$ cat config.mk
export PLATFORM = sky130hd
export DESIGN_NAME = prio_irq_encoder_flat
export DESIGN_NICKNAME = d
export VERILOG_FILES = /design/src/rtl/prio_irq_if.sv /design/src/rtl/prio_irq_encoder.sv /design/src/flat_wrapper.sv
export SDC_FILE = /design/constraint.sdc
export NUM_CORES = 1
export LEC_CHECK = 0
export CAP_MARGIN = 25
export CORE_MARGIN = 2
export CORE_UTILIZATION = 42
export DETAILED_ROUTE_END_ITERATION = 10
export PLACE_DENSITY = 0.88
export SLEW_MARGIN = 20
export SYNTH_ARGS = -nofsm -noshare
export SYNTH_HDL_FRONTEND = slang
export SYNTH_SLANG_ARGS = --single-unit
$ cat constraint.sdc
create_clock -name clk -period 2.4 [get_ports clk]
set_input_delay 0.6 -clock clk [delete_from_list [all_inputs] [get_ports clk]]
set_output_delay 0.6 -clock clk [all_outputs]
set_load 0.05 [all_outputs]
$ cat src/rtl/prio_irq_if.sv
// Request/grant bundle for prio_irq_encoder: the producer drives requests and acks,
// and the encoder returns the registered grant and its status vectors.
interface prio_irq_if #(
  parameter int N = 8
) ();
  localparam int W = $clog2(N);

  logic [N-1:0] req;
  logic [N-1:0] mask;
  logic         ack;
  logic         ovr_clr;
  logic [W-1:0] code;
  logic         valid;
  logic [N-1:0] pending;
  logic [N-1:0] ovr;

  modport master (
    output req, mask, ack, ovr_clr,
    input  code, valid, pending, ovr
  );

  modport slave (
    input  req, mask, ack, ovr_clr,
    output code, valid, pending, ovr
  );
endinterface

$ cat src/rtl/prio_irq_encoder.sv
// Registered interrupt priority encoder with pending/overrun tracking.
// Define PRIO_ENC_ROUND_ROBIN_EN for rotating priority; fixed highest-index priority otherwise.
module prio_irq_encoder #(
  parameter int N = 8
) (
  input  logic      clk,
  input  logic      rst,
  prio_irq_if.slave bus
);
  localparam int W = $clog2(N);

  logic [N-1:0] pending_q, pending_d;
  logic [N-1:0] ovr_q, ovr_d;
  logic [W-1:0] code_q, code_d;
  logic         valid_q, valid_d;
  logic [N-1:0] eligible;
  logic [N-1:0] grant_clr;
  logic [W-1:0] sel;
  logic         slot_free;

`ifdef PRIO_ENC_ROUND_ROBIN_EN
  logic [W-1:0] ptr_q, ptr_d;

  // Offset N wraps to the last grant itself, so it is checked last.
  function automatic logic [W-1:0] pick(input logic [N-1:0] elig, input logic [W-1:0] last);
    logic [W-1:0] idx;
    logic [W-1:0] res;
    res = '0;
    for (int j = N; j >= 1; j--) begin
      idx = last - W'(j);
      if (elig[idx]) res = idx;
    end
    return res;
  endfunction

  assign sel = pick(eligible, ptr_q);
`else
  function automatic logic [W-1:0] pick(input logic [N-1:0] elig);
    logic [W-1:0] res;
    res = '0;
    for (int i = 0; i < N; i++) begin
      if (elig[i]) res = W'(i);
    end
    return res;
  endfunction

  assign sel = pick(eligible);
`endif

  always_comb begin
    eligible  = pending_q & ~bus.mask;
    slot_free = ~valid_q | bus.ack;
    grant_clr = '0;
    code_d    = code_q;
    valid_d   = valid_q;
`ifdef PRIO_ENC_ROUND_ROBIN_EN
    ptr_d     = ptr_q;
`endif
    if (slot_free) begin
      valid_d = |eligible;
      if (|eligible) begin
        code_d    = sel;
        grant_clr = N'(1) << sel;
`ifdef PRIO_ENC_ROUND_ROBIN_EN
        ptr_d     = sel;
`endif
      end
    end
    // A request landing on a bit being granted re-arms it rather than overrunning.
    pending_d = (pending_q & ~grant_clr) | bus.req;
    ovr_d     = (ovr_q & ~{N{bus.ovr_clr}}) | (bus.req & pending_q & ~grant_clr);
  end

  always_ff @(posedge clk or posedge rst) begin
    if (rst) begin
      pending_q <= '0;
      ovr_q     <= '0;
      code_q    <= '0;
      valid_q   <= 1'b0;
`ifdef PRIO_ENC_ROUND_ROBIN_EN
      ptr_q     <= W'(N - 1);
`endif
    end else begin
      pending_q <= pending_d;
      ovr_q     <= ovr_d;
      code_q    <= code_d;
      valid_q   <= valid_d;
`ifdef PRIO_ENC_ROUND_ROBIN_EN
      ptr_q     <= ptr_d;
`endif
    end
  end

  assign bus.code    = code_q;
  assign bus.valid   = valid_q;
  assign bus.pending = pending_q;
  assign bus.ovr     = ovr_q;
endmodule

$ cat src/flat_wrapper.sv
// flat-port wrapper written by rule: the top's interface ports become plain ports
module prio_irq_encoder_flat 
#(
  parameter int N = 8
)
  (clk, rst, bus_req, bus_mask, bus_ack, bus_ovr_clr, bus_code, bus_valid, bus_pending, bus_ovr);
  prio_irq_if #(.N(N)) bus_i ();
  input  logic clk;
  input  logic rst;
  input wire logic [$bits(bus_i.req)-1:0] bus_req;
  input wire logic [$bits(bus_i.mask)-1:0] bus_mask;
  input wire logic [$bits(bus_i.ack)-1:0] bus_ack;
  input wire logic [$bits(bus_i.ovr_clr)-1:0] bus_ovr_clr;
  output wire logic [$bits(bus_i.code)-1:0] bus_code;
  output wire logic [$bits(bus_i.valid)-1:0] bus_valid;
  output wire logic [$bits(bus_i.pending)-1:0] bus_pending;
  output wire logic [$bits(bus_i.ovr)-1:0] bus_ovr;
  assign bus_i.req = bus_req;
  assign bus_i.mask = bus_mask;
  assign bus_i.ack = bus_ack;
  assign bus_i.ovr_clr = bus_ovr_clr;
  assign bus_code = bus_i.code;
  assign bus_valid = bus_i.valid;
  assign bus_pending = bus_i.pending;
  assign bus_ovr = bus_i.ovr;
  prio_irq_encoder #(.N(N)) u_core (.clk(clk), .rst(rst), .bus(bus_i));
endmodule
Word-level counts from Yosys, hierarchy flattened. Cells that the tools add are included.

Input port bits: 20. ROM bits: 0. Memories: 0. Register bits after elaboration: 20. Output and inout bits: 20. Memory bits (writable): 0. Latch bits: 0.

Add/sub/neg operators: 0. Divide/modulo/power cells: 0. Order comparisons: 0. $mul: 0. Equal/unequal tests: 0. Reduce and logical (&&, ||, !) cells: 2. Shifts and indexed selects: 1. Bitwise operators: 12. Mux-type cells: 9.

Operators with widths (count): $and 8x8->8 (5); $not 8->8 (3); $mux 8 (2); $or 8x8->8 (2); $mux 3 (4); $reduce_or 8->1 (1); $shl 1x3->8 const A (1); $mux 2 (2); $reduce_and 2->1 (1); $mux 1 (1); $not 1->1 (1); $or 1x1->1 (1).

Logic depth before layout (Yosys ltp). Gate-level depths: netlist (run 1).

Depth after elaboration: 15. Mapped depth: 4. Depth with buffers taken out: 4.

Least setup slack after synthesis (run 1). No wires, ideal clock.

Path kind: flip-flop to flip-flop. Start: register u_core.pending_q[4], in the netlist u_core.bus.pending[4]. End: register u_core.code_q[0], in the netlist u_core.bus.code[0]. Path slack: 305 ps. Clock period less this slack: 2095 ps. Library setup time: 125 ps. Data arrival time: 1970 ps. Cell stages (with the launch flop): 5. Cells stage by stage: dfrtp_1 nor2b_2 or4_4 o41ai_2 mux2_2.

Cells in the longest elaborated chain, start to end: 5. Elaborated cells between the ends (all ways): 7. Classes of those cells: 4 x mux; 1 x bitwise; 2 x reduce/logical.

Ends and longest elaborated chain: start, declared (line prio_irq_encoder.sv:12) `logic [N-1:0] pending_q, pending_d;`; start signal, assigned (line prio_irq_encoder.sv:84) `pending_q <= pending_d;`; $and 8x8->8 (*) (line prio_irq_encoder.sv:51) `eligible = pending_q & ~bus.mask;`; $mux 3 (4 in series) (line prio_irq_encoder.sv:42) `if (elig[i]) res = W'(i);`; end signal, assigned (line prio_irq_encoder.sv:86) `code_q <= code_d;`; end, declared (line prio_irq_encoder.sv:14) `logic [W-1:0] code_q, code_d;`.

Mark *: on every way between the ends. The rest lies on a longest branch, timed or not. A chain may end at the register's enable or synchronous reset.

Worst setup path in the final report (run 1).
Start: input bus_mask[3]. End: register u_core.code_q[0], in the netlist u_core.bus.code[0].

Cells in the longest elaborated chain, start to end: 7. Elaborated cells between the ends (all ways): 9. Classes of those cells: 5 x mux; 2 x bitwise; 2 x reduce/logical.

Ends and longest elaborated chain: start, declared (line flat_wrapper.sv:11) `input wire logic [$bits(bus_i.mask)-1:0] bus_mask;`; $not 8->8 (*) (line prio_irq_encoder.sv:51); $and 8x8->8 (*) (line prio_irq_encoder.sv:51); $mux 2 (line prio_irq_encoder.sv:42); $mux 3 (4 in series) (line prio_irq_encoder.sv:42).

Marks and branches as above.

==> results of run 1 <==
[area by class of cell]
class | instances | area, um2 | share of cell area
sequential | 20 | 500 | 0.338
multi-input combinational | 76 | 455 | 0.307
timing repair buffer | 45 | 435 | 0.294
tap | 28 | 35.0 | 0.0236
inverter | 9 | 33.8 | 0.0228
clock buffer | 3 | 22.5 | 0.0152
[Yosys cell counts (all sizes together)]
master / n
nor3: 3
mux2: 1
nor2: 10
nor4: 3
a211o: 1
a21boi: 1
and2b: 2
nand2: 9
o22ai: 4
inv: 9
dfrtp: 20
or4: 1
o211ai: 2
nor2b: 9
nand3: 1
o31a: 1
nand2b: 7
o21bai: 2
o21ai: 7
a31oi: 4
o41ai: 1
o31ai: 2
a21oi: 5
[worst min-delay path: stages, from the launching register on]
cell     delay (ps)
dfrtp_1         350
o21ai_0          70
o21ai_0          70
[logic make-up (layout without fill, tap and decap cells)]
family	Yosys count	in the layout	share of synthesized area
multiplexers	1	1	0.0114
AO/OA/AOI/OAI	30	30	0.200
AND/OR/NAND/NOR	45	45	0.249
buffers and inverters	9	57	0.0341
flip-flops	20	20	0.506
[path summary, 6_finish.rpt]
kind	cells past startpoint	to	from
worst max-delay path	5	u_core.bus.code[0]	bus_mask[3]
worst min-delay path	2	u_core.bus.code[1]	u_core.bus.code[1]
worst max register to register	4	u_core.bus.code[0]	u_core.bus.pending[3]
worst min register to register	2	u_core.bus.code[1]	u_core.bus.code[1]
max in group asynchronous	3	u_core.bus.code[1]	rst
min in group asynchronous	3	u_core.bus.pending[2]	rst
[sequential cells by signal, indices dropped and copies added, names as in the netlist]
| name | flops |
|---|---|
| u_core.bus.pending | 8 |
| u_core.bus.ovr | 8 |
| u_core.bus.valid | 1 |
| u_core.bus.code | 3 |
[where the power goes]
| part | leakage, nW | switching (mW) | internal (mW) |
|---|---|---|---|
| Sequential | 0.203 | 0.0148 | 0.361 |
| Combinational | 0.391 | 0.169 | 0.111 |
| Clock | 0.0138 | 0.0958 | 0.0584 |
[through the flow]
stage	setup WS (ps)	area, um2	cells	TNS (ps)	hold WS (ps)
global placement	-114	1460	178	-114	495
global route	154	1480	181	0	552
detailed placement	-147	1460	178	-261	500
CTS	178	1480	181	0	527
finish	167	1480	181	0	520
floorplan	305	990	105	0	564
[layer usage]
layer / track usage / up-vias
met5: 0 / -
met4: 0.0684 / 0
met3: 0.0486 / 0
met2: 0.398 / 38
met1: 0.256 / 469
li1: - / 466
==> impl_metrics.env, run 1 <==
export IMPL_outcome="completed"
export IMPL_synth_area_leader_cell="dfrtp_1"
export IMPL_wl_met2_um=1360
export IMPL_slew_headroom=0.545
export IMPL_slowest_delay_ps=490
export IMPL_tightestPinTransition_ps=677
export IMPL_htree_num_levels=1
export IMPL_yosysWarningCount=0
export IMPL_die_area_um2=2760
export IMPL_start_util=0.447
export IMPL_numCtsBuffers=3
export IMPL_syn_to_final_growth_pct=49.8
export IMPL_p_leak_nw=0.608
export IMPL_wl_met3_um=149
export IMPL_wl_per_cell_um=13.9
export IMPL_drt_iter0_drc=11
export IMPL_netlist_instances=105
export IMPL_clk_path_buf_depth=2
export IMPL_final_cell_mix="clkdlybuf4s50_1 (39), dfrtp_1 (20), nor2_1 (10)"
export IMPL_grt_antenna_before_repair=0
export IMPL_port_buffers=39
export IMPL_maxUsedRoutingLayer="met3"
export IMPL_startpoint_type="primary input"
export IMPL_cp_data_required_time_ps=2590
export IMPL_ir_worst_vdd_mv=0.382
export IMPL_synth_seq_cells=20
export IMPL_seq_area_frac_synth=0.506
export IMPL_critPathTopFamily="simple AND/OR/NAND/NOR gates"
export IMPL_ctsHoldBuffers=0
export IMPL_cts_resized=0
export IMPL_grt_pass1_vias=1020
export IMPL_timing_fmax_mhz=448
export IMPL_cts_setup_buffers=0
export IMPL_post_route_period_util=0.930
export IMPL_synth_cell_types=25
export IMPL_setup_viol=0
export IMPL_drv_slew=0
export IMPL_routed_wl_um=2520
export IMPL_slowest_stage="or4_4"
export IMPL_r2r_slack_ps=500
export IMPL_gr_total_overflow=0
export IMPL_drc=0
export IMPL_grt_use_total=0.220
export IMPL_path_class="in2reg"
export IMPL_antenna_cells=0
export IMPL_critical_path_arrival_ps=2420
export IMPL_synthTopCellsByArea="dfrtp_1 (51%), nand2b_1 (4.4%), nor2b_1 (4.4%), nor2_1 (3.8%), o21ai_0 (3.5%)"
export IMPL_drive_gt1_frac=0.0980
export IMPL_max_cap_violations=0
export IMPL_dp_hpwl_um=1990
export IMPL_fin_util=0.670
export IMPL_insertion_delay_ps=290
export IMPL_avgSynthCellArea_um2=9.43
export IMPL_power_density_nw_per_um2=547
export IMPL_coreArea_um2=2210
export IMPL_rsz0062_at_grt="false"
export IMPL_grt_max_degree=21
export IMPL_ios=40
export IMPL_fin_crit_ps=2230
export IMPL_layout_nets=175
export IMPL_root_buffer="clkbuf_4"
export IMPL_fillers=184
export IMPL_postRouteAntennaNets=0
export IMPL_holdCritPathClass="reg2reg"
export IMPL_dr_total_vias=973
export IMPL_clk_pin_slew_ps=110
export IMPL_die_h_um=52.5
export IMPL_syn_area_um2=990
export IMPL_grt_pass1_wl_um=4510
export IMPL_first_pass_iters=4
export IMPL_gp_congestion=0.837
export IMPL_worstPathCellList="clkdlybuf4s50_1 -> and2b_1 -> or4_4 -> o41ai_2 -> mux2_2"
export IMPL_finalPower_mw=0.811
export IMPL_finClkSkew_ps=6.70
export IMPL_syn_num_nets=125
export IMPL_vias_per_cell=5.38
export IMPL_worstSetupEndpointType="flip-flop"
export IMPL_cp_buffers_inverters=1
export IMPL_cts_tree="done"
export IMPL_yosysTopAreaCellShare=0.506
export IMPL_rows=17
export IMPL_hold_violations=0
export IMPL_dieWidth_um=52.5
export IMPL_final_common_cell="clkdlybuf4s50_1"
export IMPL_cts_sinks=20
export IMPL_wl_met1_um=1010
export IMPL_crit_path_max_fanout=2
(Power assumes the default switching activity.)
==> run 2: changes to the inputs <==
ABC_AREA = 1   (was not set)
CORE_UTILIZATION = 43   (was 42)
GPL_TIMING_DRIVEN = 0   (was not set)
PLACE_DENSITY = 0.89   (was 0.88)
==> run 2 against run 1 <==
Net effect: final cell count increased by 17%; critical path type is now reg2out; total power increased by 12%; die area increased by 2.6%; sequential power increased by 3%; register-to-register slack improved by 530 ps; synthesized cell count increased by 33%; core utilization decreased by 0.32 points; maximum frequency increased by 3.6%; design area increased by 1.4%; critical path depth decreased by 4; setup slack improved by 78 ps; wire length decreased by 2.5%.
==> impl_metrics.env, run 2 <==
export IMPL_wl_per_cell_um=11.6
export IMPL_path_depth=1
export IMPL_port_buffers=39
export IMPL_syn_num_nets=160
export IMPL_finClkSkew_ps=1.73
export IMPL_wl_met1_um=969
export IMPL_cp_data_required_time_ps=1800
export IMPL_netlist_instances=140
export IMPL_drv_slew=0
export IMPL_synth_most_common_cell="nand2_1"
export IMPL_startpoint="u_core.bus.pending[1]"
export IMPL_outcome="completed"
export IMPL_dieWidth_um=53.2
export IMPL_seq_area_frac_synth=0.480
export IMPL_final_common_cell="nand2_1"
export IMPL_ir_worst_vdd_mv=0.328
export IMPL_ctsHoldBuffers=0
export IMPL_r2r_cells=8
export IMPL_yosysWarningCount=0
export IMPL_power_density_nw_per_um2=604
export IMPL_post_route_period_util=0.898
export IMPL_async_flop_share=1.00
export IMPL_synth_cell_types=16
export IMPL_r2r_end="u_core.bus.ovr[2]"
export IMPL_drt_iter0_drc=20
export IMPL_internal_power_mw=0.575
export IMPL_vias_per_cell=4.71
export IMPL_rows=17
export IMPL_grt_pass1_wl_um=3830
export IMPL_path_class="reg2out"
export IMPL_synth_top_family_by_area="simple AND/OR/NAND/NOR gates"
export IMPL_slowest_stage="clkdlybuf4s50_1"
export IMPL_clkPwrFrac=0.216
export IMPL_start_util=0.462
export IMPL_grt_max_degree=21
export IMPL_ios=40
export IMPL_slew_headroom=0.500
export IMPL_synth_compound_area_frac=0.0420
export IMPL_coreArea_um2=2250
export IMPL_synth_xor_area_frac=0
export IMPL_wl_met2_um=1250
export IMPL_synth_seq_cells=20
export IMPL_synthTopCellsByArea="dfrtp_1 (48%), nand2_1 (22%), inv_1 (11%), nand3_2 (3.8%), nand4_1 (2.4%)"
export IMPL_maxUsedRoutingLayer="met4"
export IMPL_clk_pin_slew_ps=110
export IMPL_hold_violations=0
export IMPL_fin_crit_ps=2150
export IMPL_r2r_slack_ps=1030
export IMPL_multi_input_area_um2=414
export IMPL_drive_gt1_frac=0.0984
export IMPL_finalPower_mw=0.908
export IMPL_synth_adder_area_share=0
export IMPL_switching_power_mw=0.334
export IMPL_grt_use_total=0.189
export IMPL_tightestPinTransition_ps=749
export IMPL_fin_util=0.667
export IMPL_routed_wl_um=2450
export IMPL_worstPathCellList="clkdlybuf4s50_1"
export IMPL_max_cap_violations=0
export IMPL_startpoint_type="flip-flop"
export IMPL_cp_buffers_inverters=1
export IMPL_p_leak_nw=0.830
export IMPL_placed_area_um2=1470
export IMPL_synth_edf_count=0
export IMPL_switching_share=0.367
export IMPL_reg2reg_from="u_core.bus.pending[4]"
export IMPL_avgSynthCellArea_um2=7.44
export IMPL_critPathTopFamily="buffers and inverters"
export IMPL_final_cell_mix="nand2_1 (61), clkdlybuf4s50_1 (39), inv_1 (30)"
export IMPL_holdCritPathClass="reg2reg"
export IMPL_clk_path_buf_depth=2
export IMPL_dp_hpwl_um=1940
export IMPL_synth_simple_area_share=0.355
export IMPL_critical_path_arrival_ps=1550
export IMPL_root_buffer="clkbuf_4"
export IMPL_dr_total_vias=994
export IMPL_synth_mux_area_fraction=0
export IMPL_drc=0
export IMPL_insertion_delay_ps=300
export IMPL_cts_tree="done"
export IMPL_crit_path_max_fanout=5
export IMPL_slowest_delay_ps=830
export IMPL_cts_setup_buffers=0
export IMPL_synth_area_leader_cell="dfrtp_1"
export IMPL_pwr_share_comb=0.358
export IMPL_die_h_um=53.2
export IMPL_setup_viol=0
export IMPL_rsz0062_at_grt="false"
export IMPL_timing_fmax_mhz=464
export IMPL_gp_congestion=0.819
export IMPL_htree_num_levels=1
export IMPL_ys_top_cells_by_count="nand2_1 (61), inv_1 (30), dfrtp_1 (20)"
export IMPL_antenna_cells=0
export IMPL_yosysTopAreaCellShare=0.480
export IMPL_cts_sinks=20
export IMPL_register_area_um2=500
export IMPL_seqPwrFrac=0.426
export IMPL_gr_total_overflow=0
export IMPL_fillers=192
export IMPL_worstSetupEndpointType="primary output"
export IMPL_wl_met3_um=161
export IMPL_cp_endpoint="bus_pending[1]"
export IMPL_final_cell_area_um2=1500
export IMPL_first_pass_iters=4
export IMPL_syn_to_final_growth_pct=44.3
export IMPL_die_area_um2=2830
export IMPL_syn_area_um2=1040
export IMPL_numCtsBuffers=3
export IMPL_grt_pass1_vias=943
export IMPL_postRouteAntennaNets=0
export IMPL_grt_antenna_before_repair=0
export IMPL_cts_resized=0
export IMPL_synthFlopType="dfrtp_1"
export IMPL_tns_ps=0
export IMPL_layout_nets=204
[run 2: power by group through the flow]
stage	sequential, mW	combinational (mW)	clock (mW)
after floorplan	0.502	0.0971	0
after global placement	0.393	0.316	0
after detailed placement	0.394	0.325	0
after CTS	0.387	0.327	0.201
after global routing	0.391	0.348	0.213
final	0.387	0.325	0.196
[run 2: worst min-delay path by stage]
stage,startpoint,to,slack (ps),cells past startpoint
2_1_floorplan,rst,u_core.bus.code[0],560,1
3_3_place_gp,u_core.bus.ovr[0],u_core.bus.ovr[0],460,2
3_5_place_dp,u_core.bus.ovr[1],u_core.bus.ovr[1],470,2
4_1_cts,u_core.bus.ovr[1],u_core.bus.ovr[1],490,2
5_1_grt,u_core.bus.ovr[0],u_core.bus.ovr[0],520,2
6_report,u_core.bus.ovr[1],u_core.bus.ovr[1],500,2
[run 2: metal layers]
metal  up-vias  track usage
li1        501            -
met1       441        0.201
met2        42        0.346
met3        10       0.0311
met4         0        0.111
met5         -            0
[run 2: final cells by class]
type                    count  area share
multi-input cells          87       0.275
repair buffers             39       0.260
clock buffers               4      0.0241
flip-flops and latches     20       0.333
inverters                  33      0.0849
well taps                  28      0.0233
[run 2: kinds of logic after synthesis]
group           Yosys count
compound gates            6
buf+inv                  33
flops                    20
simple gates             81
[run 2: per-stage QoR]
| stage | instances | worst slack [ps] | hold slack (ps) |
|---|---|---|---|
| 2_1_floorplan | 140 | 895 | 564 |
| 3_3_place_gp | 207 | 416 | 463 |
| 3_5_place_dp | 207 | 374 | 467 |
| 4_1_cts | 211 | 240 | 495 |
| 5_1_grt | 211 | 195 | 522 |
| 6_report | 211 | 246 | 497 |
==> run 3: changes to the inputs <==
SLEW_MARGIN = not set   (was 20)
==> results of run 3 <==
Final layout, timing and power as in run 2 (identical DEF).
==> RTL change 1 (flow settings as in run 1) <==
`pending_q` no longer has a reset.
--- a/src/rtl/prio_irq_encoder.sv
+++ b/src/rtl/prio_irq_encoder.sv
@@ -73,7 +73,6 @@
 
   always_ff @(posedge clk or posedge rst) begin
     if (rst) begin
-      pending_q <= '0;
       ovr_q     <= '0;
       code_q    <= '0;
       valid_q   <= 1'b0;
@@ -81,7 +80,6 @@
       ptr_q     <= W'(N - 1);
 `endif
     end else begin
-      pending_q <= pending_d;
       ovr_q     <= ovr_d;
       code_q    <= code_d;
       valid_q   <= valid_d;
@@ -91,6 +89,10 @@
     end
   end
 
+  always_ff @(posedge clk) begin
+    pending_q <= pending_d;
+  end
+
   assign bus.code    = code_q;
   assign bus.valid   = valid_q;
   assign bus.pending = pending_q;
Function: changed (a bounded check fails within 4 cycles, from zero or initial values and one cycle with rst high).
==> RTL change 1 against run 1 <==
- routed wire length down 4.0%
- clock power up 9%
- register-to-register slack better by 0.13 ns
- area after synthesis down 4.0%
- synthesized cell count unchanged
- cell area down 3.0%
- sequential cell count unchanged
- critical path depth unchanged
- setup slack better by 0.041 ns
- power up 0.70%
- worst hold slack worse by 0.016 ns
- highest routed layer is now met4
==> RTL change 1: results (changes against run 1) <==
| Metric | Value |
|---|---|
| GR Util All Layers | 21.55% (-0.48 points) |
| IO buf count | 39 (unchanged) |
| Slowest cell on crit path | or4_4 |
| Resized Gates After CTS | 0 (unchanged) |
| Setup bufs post-CTS | 0 (unchanged) |
| Total CTS buffers | 3 (unchanged) |
| Post-Place Cells | 177 (-0.56%) |
| Outcome | finished, final reports clean |
| Async S/R FF share, synth | 60.00% (-40 points) |
| Worst VDD drop | 0.4089 mV (+7.1%) |
| CP max stage delay | 0.48 ns |
| Placer Congestion | 0.7905 (-5.5%) |
| Worst Slack Setup Final | 0.2083 ns (+0.04106 ns) |
| Clock Skew | 0.007985 ns (+0.001281 ns) |
| Pre-CTS setup slack | -0.1225 ns (+0.02450 ns) |
| H-tree lvl count | 1 (unchanged) |
| Syn. warnings | 0 (unchanged) |
| R2R Setup Slk | 0.63 ns (+0.13 ns) |
| Final non-filler cell total | 181 (unchanged) |
| Global-route wire length before repair | 4250 um (-5.8%) |
| Commonest cells in the netlist | dfrtp_1 (12), nor2_1 (10), inv_1 (9), nand2_1 (9), dfxtp_1 (8) |
| Count of cell types in the netlist | 26 (+4.0%) |
| Cell internal pwr | 534.4 uW (+0.68%) |
| Ant. Diodes | 0 (unchanged) |
| Worst-path clk slew | 0.12 ns |
| Post-synthesis sequential area ratio | 48.48% (-2.1 points) |
| Worst Tran Pin Value | 0.7015 ns (+0.02484 ns) |
| Antenna violations before repair | 0 (unchanged) |
| Largest net degree at the start of global routing | 13 (-38%) |
| Total wire length | 2416 um (-4.0%) |
| Crit Path Max Fanout | 2 (unchanged) |
| Mapped Nets | 125 (unchanged) |
| Maximum clock path buffer count | 2 (unchanged) |
| Pleak | 0.5966 nW (-1.9%) |
| CTS tree | done |
| DP HPWL | 1947 um (-2.1%) |
| Final #Nets | 174 (-0.57%) |
| Vias | 921 (-5.3%) |
| Worst Path Arrival | 2.39 ns (-0.03 ns) |
| Clk Latency, worst-skew pair | 0.30 ns |
| Filler cell count | 204 (+11%) |
| DR pass1 iterations | 4 (unchanged) |
| Root buffer cell | clkbuf_4 |
| Post-Synthesis Cells | 105 (unchanged) |
| Layout cells sized above 1 | 9.150% (-0.65 points) |
| HP Class | reg2reg |
| Vias in the first global route | 966 (-5.3%) |
| Largest cells by area after synthesis | dfrtp_1 (32%), dfxtp_1 (17%), nand2b_1 (4.6%), nor2b_1 (4.6%), nor2_1 (4.0%) |
| 1st-iter DRT viols | 9 (-2) |
-- RTL change 1: per-layer routing --
| metal | up-vias | wire (um) | GRT usage [%] | part of all wire (%) |
|---|---|---|---|---|
| met4 | 0 | 63 | 10.96 | 2.6 |
| met1 | 414 | 1068 | 26.34 | 44 |
| met3 | 6 | 110 | 2.874 | 4.6 |
| met2 | 35 | 1175 | 36.97 | 49 |
| li1 | 466 | - | - | - |
| met5 | - | 0 | 0 | 0 |
-- RTL change 1: critical path: cells and delay by family --
family,cells,cell delay (ns)
AND/OR/NAND/NOR,2,0.67
buffers and inverters,1,0.47
multiplexers,1,0.36
AO/OA/AOI/OAI,1,0.29
-- RTL change 1: cell families after synthesis --
kind of cell    synth area share [%]
compound gates                 20.81
buf+inv                        3.557
flops                          48.48
mux                            1.186
simple gates                   25.95
-- RTL change 1: worst paths after layout --
kind                                               startpoint                             end  depth (start not counted)
worst max register to register  u_core.bus.pending[3]$_DFF_P_  u_core.bus.code[0]$_DFFE_PP0P_                          4
worst min-delay path            u_core.bus.pending[4]$_DFF_P_   u_core.bus.pending[4]$_DFF_P_                          2
min in group asynchronous                                 rst     u_core.bus.ovr[4]$_DFF_PP0_                          2
worst max-delay path                              bus_mask[3]  u_core.bus.code[0]$_DFFE_PP0P_                          5
worst min register to register  u_core.bus.pending[4]$_DFF_P_   u_core.bus.pending[4]$_DFF_P_                          2
max in group asynchronous                                 rst  u_core.bus.code[2]$_DFFE_PP0P_                          2
-- RTL change 1: power by group through the flow --
stage	registers (mW)	logic [mW]	clock network [mW]
2_1_floorplan	0.469	0.0735	0
3_3_place_gp	0.381	0.270	0
3_5_place_dp	0.381	0.276	0
4_1_cts	0.374	0.277	0.169
5_1_grt	0.378	0.294	0.183
6_report	0.374	0.274	0.168
-- RTL change 1: layout make-up --
class	instances	area (sq um)	area share (%)
sequential	20	460.4	32.00
multi-input combinational	76	455.4	31.65
timing repair buffer	44	427.9	29.74
tap	28	35.03	2.435
inverter	9	33.78	2.348
clock buffer	4	26.28	1.826
-- RTL change 1: per-stage QoR --
stage               total power, mW  utilization (%)  TNS, ns  area, sq um  hold slack (ns)
floorplan                    0.5423                -        0        949.7           0.4647
global placement             0.6505            65.11  -0.1211         1413           0.4760
detailed placement           0.6572            65.11  -0.1225         1413           0.4942
CTS                          0.8202            66.32        0         1439           0.5090
global route                 0.8550            66.32        0         1439           0.5271
finish                       0.8163            66.32        0         1439           0.5041
==> RTL change 2 (config.mk and constraints of run 1) <==
Made on the original files. Add a define of `PRIO_ENC_ROUND_ROBIN_EN`.
--- a/src/rtl/prio_irq_encoder.sv
+++ b/src/rtl/prio_irq_encoder.sv
@@ -1,5 +1,7 @@
 // Registered interrupt priority encoder with pending/overrun tracking.
 // Define PRIO_ENC_ROUND_ROBIN_EN for rotating priority; fixed highest-index priority otherwise.
+`define PRIO_ENC_ROUND_ROBIN_EN
+
 module prio_irq_encoder #(
   parameter int N = 8
 ) (
Formal check against the unedited RTL: not equivalent (a bounded check fails within 4 cycles, from zero or initial values and one cycle with rst high).
==> RTL change 2 against run 1 <==
- the run now ends with negative setup slack left
- critical endpoint is now u_core.bus.ovr[3]$_DFF_PP0_
- fmax decreased by 27%
- cell area increased by 130%
- largest cell class is now multi-input gates
- clock skew decreased by 0.0044 ns
- routed wire length increased to 2.9 times the old value
- worst hold slack got worse by 0.037 ns
- synthesized cell count increased by 90%
- sequential cell count increased by 3
- register-to-register slack got worse by 1.1 ns
- sequential share of layout area decreased by 16 points
- setup slack got worse by 0.81 ns
- area after synthesis increased by 100%
- via count increased by 130%
Power is not shown: default switching activity piles up to over one toggle a cycle in this logic, so the estimate is an artifact.
==> RTL change 2: results (changes against run 1) <==
| Metric | Value |
|---|---|
| Outcome | finished with violations |
| Failing checks | negative setup slack |
| Worst Path Arrival | 3.20 ns (+0.78 ns) |
| Reg2Reg Depth | 10 (+6) |
| Clock Skew | 0.002348 ns (-0.004356 ns) |
| Layout cells sized above 1 | 46.23% (+36 points) |
| Xor and xnor area share after synthesis | 1.320% (+1.3 points) |
| Post-Place Cells | 337 (+89%) |
| Vias per cell | 6.226 (+16%) |
| Wl on met1 | 2601 um (+160%) |
| Setup TNS Final | -11.43 ns (-11.43 ns) |
| Mux cell area share after synthesis | 24.32% (+23 points) |
| Synth Area in Adders | 1.257% (+1.3 points) |
| Count of cell types in the netlist | 52 (+110%) |
| CP max stage delay | 0.60 ns (+0.11 ns) |
| Top routing layer in use | met4 |
| Placer Congestion | 0.9922 (+19%) |
| Pre-CTS setup slack | -1.086 ns (-0.9387 ns) |
| Largest cells by area after synthesis | dfrtp_1 (25%), mux4_2 (9.1%), mux2i_1 (7.5%), mux4_1 (6.6%), dfstp_2 (4.0%) |
| Commonest cells in the netlist | dfrtp_1 (20), nand2_1 (20), mux2i_1 (15) |
| Area after DPL | 0.002823 sq mm (+93%) |
| Root buffer cell | clkbuf_8 |
| Top Family by Delay on Critical Path | compound AO/OA/AOI/OAI gates |
| Crit Reg-Reg Endpoint | u_core.bus.ovr[3]$_DFF_PP0_ |
| Final #Nets | 328 (+87%) |
| Metal2 WL | 3685 um (+170%) |
| Metal3 WL | 480 um (+220%) |
| Final setup fails | 22 (+22) |
| Relative slew slack | 65.64% (+11 points) |
| Worst-path clk slew | 0.08 ns (-0.03 ns) |
| M1 GR Usage | 34.90% (+9.3 points) |
| Avg Cell Area, Syn | 10.00 sq um (+6.1%) |
| Vias | 2,235 (+130%) |
| Vias in the first global route | 2,303 (+130%) |
| DP HPWL | 5024 um (+150%) |
| Hold path endpoint | u_core.bus.code[0]$_DFFE_PP0P_ |
| GRT met2 Usage | 48.69% (+8.9 points) |
| Met3 usage | 2.762% (-2.1 points) |
| CP startpoint kind | flop |
| Hold_ws | 0.4831 ns (-0.03659 ns) |
| Wirelength per Cell | 20.15 um (+45%) |
| Slowest cell on crit path | dfstp_2 |
| Setup bufs post-CTS | 12 (+12) |
| Synth Area in Compound Gates | 20.43% (+0.45 points) |
| Crit Path Max Fanout | 8 (+6) |
| 1st-iter DRT viols | 211 (+200) |
| Worst Slack Setup Final | -0.6446 ns (-0.8118 ns) |
| Clk Latency, worst-skew pair | 0.26 ns (-0.03 ns) |
| GR Util All Layers | 28.58% (+6.6 points) |
| Post-synthesis sequential area ratio | 29.10% (-21 points) |
==> RTL change 2: cell types whose count changed in the layout (fill, tap and decap cells not counted), moves of 5 or more <==
| cell | before | now |
|---|---|---|
| nand2b_4 | 0 | 6 |
| a21o_1 | 0 | 5 |
| buf_6 | 0 | 6 |
| dlygate4sd2_1 | 0 | 8 |
| o21ai_0 | 7 | 1 |
| mux2i_1 | 0 | 9 |
| nand2_1 | 9 | 19 |
| buf_4 | 6 | 61 |
| mux4_2 | 0 | 11 |
| clkdlybuf4s50_1 | 39 | 31 |
==> RTL change 2: area by class of cell <==
type / instances / area (sq um)
Clock buffer: 4 / 45.04
Fill cell: 313 / 1318
Inverter: 10 / 57.56
Multi-Input combinational cell: 159 / 1625
Sequential cell: 23 / 579.3
Tap cell: 54 / 67.56
Timing Repair Buffer: 109 / 968.4
==> RTL change 2: tightest hold or removal path, delay by kind of cell (launching register included) <==
kind,cells,cell delay [ns]
DFF,1,0.35
and+or+nand+nor,2,0.11
